--- config.mk ---
export PLATFORM = sky130hd
export DESIGN_NAME = ssd_scan_driver
export DESIGN_NICKNAME = d
export VERILOG_FILES = /design/src/rtl/ssd_scan_driver.sv
export SDC_FILE = /design/constraint.sdc
export NUM_CORES = 1
export LEC_CHECK = 0
export BUFFER_PORTS_ARGS = -buffer_cell sky130_fd_sc_hd__buf_2
export CELL_PAD_IN_SITES_DETAIL_PLACEMENT = 1
export CELL_PAD_IN_SITES_GLOBAL_PLACEMENT = 1
export CORE_MARGIN = 2
export CORE_UTILIZATION = 47
export DETAILED_ROUTE_END_ITERATION = 7
export HOLD_SLACK_MARGIN = 0.02
export MAX_ROUTING_LAYER = met4
export PLACE_DENSITY = 0.87
export RECOVER_POWER = 50
export SYNTH_ARGS = -nofsm -noshare
export SYNTH_HDL_FRONTEND = slang
export SYNTH_SLANG_ARGS = --single-unit
--- constraint.sdc ---
create_clock -name clk -period 2.8 [get_ports clk]
set_input_delay 0.56 -clock clk [delete_from_list [all_inputs] [get_ports clk]]
set_output_delay 0.56 -clock clk [all_outputs]
set_load 0.1 [all_outputs]
--- src/rtl/ssd_scan_driver.sv ---
// rtl/ssd_scan_driver.sv - 4-digit seven-segment scan driver with double-buffered value and anti-ghost guard
module ssd_scan_driver #(
  parameter int SCAN_DIV     = 1000,
  parameter int BLANK_CYCLES = 16,
  parameter int LZ_BLANK     = 0
) (
  input  logic        clk,
  input  logic        rst_n,
  input  logic        enable,
  input  logic [15:0] value,
  input  logic        value_load,
  output logic [3:0]  input_bits,
  output logic [3:0]  dig_sel,
  output logic        busy,
  output logic        frame_done
);

  localparam int CW = $clog2(SCAN_DIV);
  localparam logic [CW-1:0] CNT_MAX = CW'(SCAN_DIV - 1);
  localparam logic [CW-1:0] BLANK_C = CW'(BLANK_CYCLES);

  logic [CW-1:0] cnt_q, cnt_d;
  logic [1:0]    idx_q, idx_d;
  logic [15:0]   display_q, display_d;
  logic [15:0]   pending_q, pending_d;
  logic          busy_q, busy_d;
  logic          frame_done_q, frame_done_d;
  logic [3:0]    input_bits_q, input_bits_d;
  logic [3:0]    dig_sel_q, dig_sel_d;
  logic          wrap;

  function automatic logic [3:0] nib(input logic [15:0] d, input logic [1:0] i);
    case (i)
      2'd0:    return d[3:0];
      2'd1:    return d[7:4];
      2'd2:    return d[11:8];
      default: return d[15:12];
    endcase
  endfunction

  // Digit k>0 is a leading zero when it and every higher nibble are zero.
  function automatic logic lz(input logic [15:0] d, input logic [1:0] i);
    case (i)
      2'd0:    return 1'b0;
      2'd1:    return d[15:4] == 12'h000;
      2'd2:    return d[15:8] == 8'h00;
      default: return d[15:12] == 4'h0;
    endcase
  endfunction

  always_comb begin
    cnt_d        = cnt_q;
    idx_d        = idx_q;
    display_d    = display_q;
    pending_d    = pending_q;
    busy_d       = busy_q;
    frame_done_d = 1'b0;
    wrap         = 1'b0;
    if (!enable) begin
      cnt_d = '0;
      idx_d = 2'd0;
      if (busy_q) display_d = pending_q;
      busy_d = value_load;
      if (value_load) pending_d = value;
    end else begin
      wrap = (cnt_q == CNT_MAX) && (idx_q == 2'd3);
      if (cnt_q == CNT_MAX) begin
        cnt_d = '0;
        idx_d = idx_q + 2'd1;
      end else begin
        cnt_d = cnt_q + CW'(1);
      end
      if (value_load) begin
        pending_d = value;
        busy_d    = 1'b1;
      end
      // A load landing on the wrap edge bypasses the buffer so the newer value wins.
      if (wrap) begin
        frame_done_d = 1'b1;
        if (value_load) begin
          display_d = value;
          busy_d    = 1'b0;
        end else if (busy_q) begin
          display_d = pending_q;
          busy_d    = 1'b0;
        end
      end
    end
    input_bits_d = nib(display_d, idx_d);
    if (!enable || (cnt_d < BLANK_C) || ((LZ_BLANK != 0) && lz(display_d, idx_d)))
      dig_sel_d = 4'b1111;
    else
      dig_sel_d = ~(4'b0001 << idx_d);
  end

  always_ff @(posedge clk or negedge rst_n) begin
    if (!rst_n) begin
      cnt_q        <= '0;
      idx_q        <= 2'd0;
      display_q    <= 16'h0000;
      pending_q    <= 16'h0000;
      busy_q       <= 1'b0;
      frame_done_q <= 1'b0;
      input_bits_q <= 4'h0;
      dig_sel_q    <= 4'b1111;
    end else begin
      cnt_q        <= cnt_d;
      idx_q        <= idx_d;
      display_q    <= display_d;
      pending_q    <= pending_d;
      busy_q       <= busy_d;
      frame_done_q <= frame_done_d;
      input_bits_q <= input_bits_d;
      dig_sel_q    <= dig_sel_d;
    end
  end

  assign input_bits = input_bits_q;
  assign dig_sel    = dig_sel_q;
  assign busy       = busy_q;
  assign frame_done = frame_done_q;

endmodule

# Word level (Yosys, flattened, before mapping)
# Index checks and enable logic that the tools add are counted.
totals:
  regBits: 54
  in_bits: 20
  output_inout_bits: 10
  elab_cells: 38
classes:
  add_sub_neg: 2
  magnitude_cmp: 1
  eq_ne: 4
  n_shift: 1
  mux: 17
  n_bitwise: 1
  n_reduce_logical: 4
op_table:
  columns: ["cell", "n"]
  rows:
  - ["2-to-1 mux 16 bit", 4]
  - ["2-to-1 mux 10 bit", 2]
  - ["one-hot mux 4 bit (3 select lines)", 1]
  - ["adder 10 x 1 -> 10 bit, second input constant", 1]
  - ["equality test 10 bit, second input constant", 1]
  - ["< comparator 10 x 5 -> 1 bit, second input constant", 1]
  - ["2-to-1 mux 1 bit", 7]
  - ["equality test 2 bit, second input constant", 2]
  - ["2-to-1 mux 2 bit", 2]
  - ["2-to-1 mux 4 bit", 1]
  - ["NOT 4 bit", 1]
  - ["left shift 1 x 2 -> 4 bit, first input constant", 1]
  - ["adder 2 x 1 -> 2 bit, second input constant", 1]
  - ["equality test 2 x 1 -> 1 bit, second input constant", 1]
  - ["logical NOT 2 bit", 1]
  - ["logical AND 1 bit", 1]
  - ["logical NOT 1 bit", 1]
  - ["logical OR 1 bit", 1]

# Depth between registers and ports, before layout
logic_depth:
  depth_word: 6
  ltp_mapped: 9
  mapped_depth_nobuf: 6

# Worst setup path before layout
# OpenSTA, ideal clock, no wires.
synth_timing:
  path_type: "register -> register"
  startpoint: "register busy_q, in the netlist busy"
  endpoint: "register input_bits_q[0], in the netlist input_bits[0]"
  setup_ns: 0.066
  arrival_ns: 2.150
  t_required_ns: 2.734
  path_slack_ns: 0.584
  stages_incl_launch_ff: 7
  path_buffers: 2
  period_less_slack_ns: 2.216
  path_cell_list: "dfrtp_1 -> buf_4 -> buf_2 -> mux2i_1 -> and2_1 -> o311ai_0 -> o31a_1"
synth_via:
  elab_chain_len: 5
synth_rtl:
  columns: ["element", "line_no", "rtl"]
  rows:
  - ["start: declaration", "26", "logic busy_q, busy_d;"]
  - ["start signal: assignment", "111", "busy_q <= busy_d;"]
  - ["2-to-1 mux 16 bit (*)", "62, 83", null]
  - ["2-to-1 mux 16 bit", "80", "if (value_load) begin"]
  - ["2-to-1 mux 16 bit", "78", "if (wrap) begin"]
  - ["2-to-1 mux 16 bit (*)", "59", "if (!enable) begin"]
  - ["one-hot mux 4 bit (3 select lines) (*)", "33", "case (i)"]
  - ["via input_bits_d[0]", "28", "logic [3:0] input_bits_q, input_bits_d;"]
  - ["end signal: assignment", "113", "input_bits_q <= input_bits_d;"]
  - ["end: declaration", "28", null]
# Mark *: on every way through the listed nets, which the timed path passes. The rest lies on a longest branch.
# A chain may end at the register's enable or synchronous reset.

# Final worst setup path
layout_timing:
  startpoint: "register cnt_q[0]"
  endpoint: "register input_bits_q[0], in the netlist input_bits[0]"
layout_via:
  elab_chain_len: 5
  word_cells_on_any_way: 10
  cone_classes: "3 x eq/ne; 5 x mux; 2 x reduce/logical"
layout_rtl:
  columns: ["element", "line_no", "rtl"]
  rows:
  - ["start: declaration", "22", "logic [CW-1:0] cnt_q, cnt_d;"]
  - ["start signal: assignment", "107", "cnt_q <= cnt_d;"]
  - ["equality test 10 bit (*)", "66, 67", null]
  - ["2-to-1 mux 2 bit or logical AND 1 bit (tied branches)", "67, 66", null]
  - ["2-to-1 mux 2 bit or 2-to-1 mux 16 bit (tied branches)", "59, 78", null]
  - ["equality test 2 bit, or another cell as far along", "33", null]
  - ["one-hot mux 4 bit (3 select lines) (*)", "33", null]
  - ["via input_bits_d[0]", "28", null]
# Marks and branches as above.

==> results list <==
* Number of distinct library cell variants in the gate-level netlist after synthesis: 62
- PortBufs: 29
- Area share of the largest cell type after synthesis: 0.417
* Maximum fanout along the worst path: 15
- Remaining routing DRC violations: 0
- Synth area leader: sky130_fd_sc_hd__dfrtp_1
- The worst hold path passes through 2 cells.
* Most used cells in the layout excluding fill and tap cells: 50 x sky130_fd_sc_hd__dfrtp_1, 28 x sky130_fd_sc_hd__buf_2, 18 x sky130_fd_sc_hd__nand2_1, 18 x sky130_fd_sc_hd__nor2_1
- The worst-case IR drop observed on VDD is 0.284 mV.
- Global-route usage over all layers: 0.258
- The area growth from synthesis to layout is 9.56%.
- Synth warn: 0
* Avg Cell Area, Syn: 10.8 sq um
- Fraction of final layout cells with drive strength greater than 1: 0.268
- Ranked by total cell area, the synthesized netlist is headed by sky130_fd_sc_hd__dfrtp_1 42%, sky130_fd_sc_hd__mux2_2 6.4%, sky130_fd_sc_hd__mux2i_1 5.7%.
- For this design, the CTS-stage hold fixing added 0 buffers.
* Kind of capture point of the worst setup path: flop
- EDFF count, synth: 0
- The via count of the first global-routing pass was 2,653.
* Row Count: 29
- The core region is 6240 sq um.
- Summing all multi-input logic gate instances after layout gives 1470 sq um.
- Across all layers, the routed design uses 2,439 vias.
* PostCTS Resize Cnt: 0
* Worst Tran Pin Value: 1.37 ns
- Register Area: 1360 sq um
* Num Clock Sinks: 54
* Slowest cell delay on critical path: 0.66 ns
- Maxcap violations: 0
- The initial utilization of the core area, before any placement, comes to 0.480.
- Kind of path behind the tightest hold check: input port to flop
- Crit path max-delay family: simple AND/OR/NAND/NOR gates
- Weighted congestion at the end of routability-driven global placement: 0.839
- Dividing the detail-routed wire length by the instance count gives 21.3 microns.
- Worst slew margin: 0.0880
- Total of endpoints with negative setup slack in the final report: 0
* Count of TritonRoute iterations in the first routing pass: 4
* Post-Route Setup TNS: 0 ns
- The critical path goes through ha_1 > and2_1 > and4_1 > nor2_1 > o311ai_0 > o31a_1.
* Final critical delay including setup and external delays: 2.52 ns
- The number of cells on the worst reg-to-reg path is 6.
* Syn_nets: 299
* Crit Path Category: flop to flop
- Wirelength, routed: 8150 microns
* Most frequently used flop master after synthesis: sky130_fd_sc_hd__dfrtp_1
- Worst R2R Start: cnt_q[0]
- The final layout contains 327 nets.
* # IOs: 30
- Worst Hold Launch: value[8]
- Proportion of synthesized chip area in sequential cells: 0.452
- Static timing analysis puts the maximum clock frequency at 396 MHz.
* Die Y: 83.9 microns
* Crit-path slowest cell: sky130_fd_sc_hd__and4_1
- For the worst setup path, the data arrival time is 2.80 ns.
* Via density per instance: 6.37
- The worst register-to-register path has a setup slack of 0.28 ns.
- Max Clock Skew: 0.0195 ns
- Buffers plus inverters on the worst setup path: 0
* Clk buf depth: 2
- Summed over all layers, the global routing overflow is 0.
* Worst min-delay path endpoint: pending_q[8]
- After the first detailed-routing iteration, the DRC count stood at 253.
- The die is 83.9 microns wide.
- The initial antenna violation count came to 0.
* Fill cell count: 722
- DIE AREA: 7030 sq um
- Cell Pwr Density: 556 nW/um^2
- Detailed placement ended at an HPWL of 5460 microns.
- The design draws 0.00183 W.
- Antenna cell count: 0
* Synth async-reset ratio: 1.00
- Clock tree from TritonCTS: built
* Number of buffers created by CTS: 5
* Static power due to leakage: 1.41 nW
- Final number of max-transition violations: 0
- Counting every instance in the synthesized netlist gives 277.
- H-Tree Depth: 2
- Setup repair after global routing left no endpoint under its margin.
* Post CTS Setup Buffer Count: 0
- Reg-to-reg endpoint: input_bits[0]
- Count of nets left with antenna violations after detail routing: 0
- FF+latch count, synth: 54
* Most common cell after layout, fill and taps aside: sky130_fd_sc_hd__dfrtp_1
- STA classifies the critical path startpoint as a flop.
* Clock latency of the later-clocked register in the worst-skew pair: 0.32 ns
* Final clock period utilization by the worst path: 0.901
* Data required time of the worst path: 3.07 ns
- Global-route wire length before repair: 14,100 microns
- Entering global routing, the biggest net connects 55 pins.
- Register clock-pin slew on the reported worst setup and hold paths: 0.12 ns
- Hold violation total from the final report: 0
- The root buffer cell chosen for the clock tree is sky130_fd_sc_hd__clkbuf_8.
- Cell area after synthesis: 3000 sq um
- The flow ran to the end, and the final reports show no timing, DRC or antenna violations.
[per-stage QoR]
step	utilization	setup slack [ns]	hold slack, ns	cells	cell area (sq um)
floorplan	-	0.584	0.264	277	3000
detailed placement	0.510	0.351	0.498	375	3180
global route	0.526	0.0347	0.472	383	3280
finish	0.526	0.276	0.476	383	3280
global placement	0.510	0.455	0.494	375	3180
CTS	0.529	0.258	0.232	383	3300
[cell usage after synthesis, drive strengths merged, types with 2 or more instances]
cell / number
a31oi: 13
nand3b: 2
and2: 5
o221ai: 3
o21a: 3
a32oi: 2
xnor2: 3
and4: 2
a211o: 2
a22oi: 3
a21oi: 5
ha: 2
a21boi: 6
o31ai: 2
nand2: 19
mux2i: 17
nor2b: 2
a31o: 3
nor3b: 3
o31a: 2
inv: 6
and3: 4
nor4: 2
nor2: 18
nand4: 4
xor2: 3
clkbuf: 3
buf: 16
mux2: 17
dfstp: 4
nand3: 11
dfrtp: 50
a221oi: 3
o41ai: 2
o311ai: 5
nand2b: 7
o21ai: 10
[final cells by class]
type	instances	share of cell area
Multi-Input combinational cell	198	0.447
Sequential cell	54	0.413
Timing Repair Buffer	40	0.0682
Tap cell	77	0.0293
Clock buffer	5	0.0210
Clock inverter	3	0.0145
Inverter	6	0.00686
[logic make-up after synthesis]
group                      count (synthesis)  share of synthesized area
AOI/OAI and AO/OA                         72                      0.189
xor gates and xnor gates                   6                     0.0175
adders and majority gates                  2                    0.00835
buffers and inverters                     25                     0.0576
DFF                                       54                      0.452
muxes                                     34                      0.121
and+or+nand+nor                           84                      0.155
[registers in the layout, summed over array words and instances, names as in the netlist]
signal	cells
pending_q	16
idx_q	2
busy	1
dig_sel	4
frame_done	1
cnt_q	10
input_bits	4
display_q	16
[worst max-delay path by stage]
stage | start | to | slack (ns) | depth (start not counted)
finish | cnt_q[0] | input_bits[0] | 0.28 | 6
global route | cnt_q[0] | input_bits[0] | 0.03 | 6
CTS | cnt_q[0] | input_bits[0] | 0.26 | 6
detailed placement | cnt_q[0] | input_bits[0] | 0.35 | 7
global placement | cnt_q[0] | input_bits[0] | 0.45 | 6
floorplan | busy | input_bits[0] | 0.58 | 6
[where the power goes]
group,switching [W],internal (W)
logic,0.000233,0.000127
registers,0.0000521,0.000857
clock network,0.000285,0.000272
total,0.000570,0.00126
[layer usage]
layer  part of all wire  track usage
met3              0.057       0.0406
met5                  0            -
met1               0.42        0.339
met4              0.020       0.0733
met2               0.50        0.418
Power figures use the tool's default switching activity.
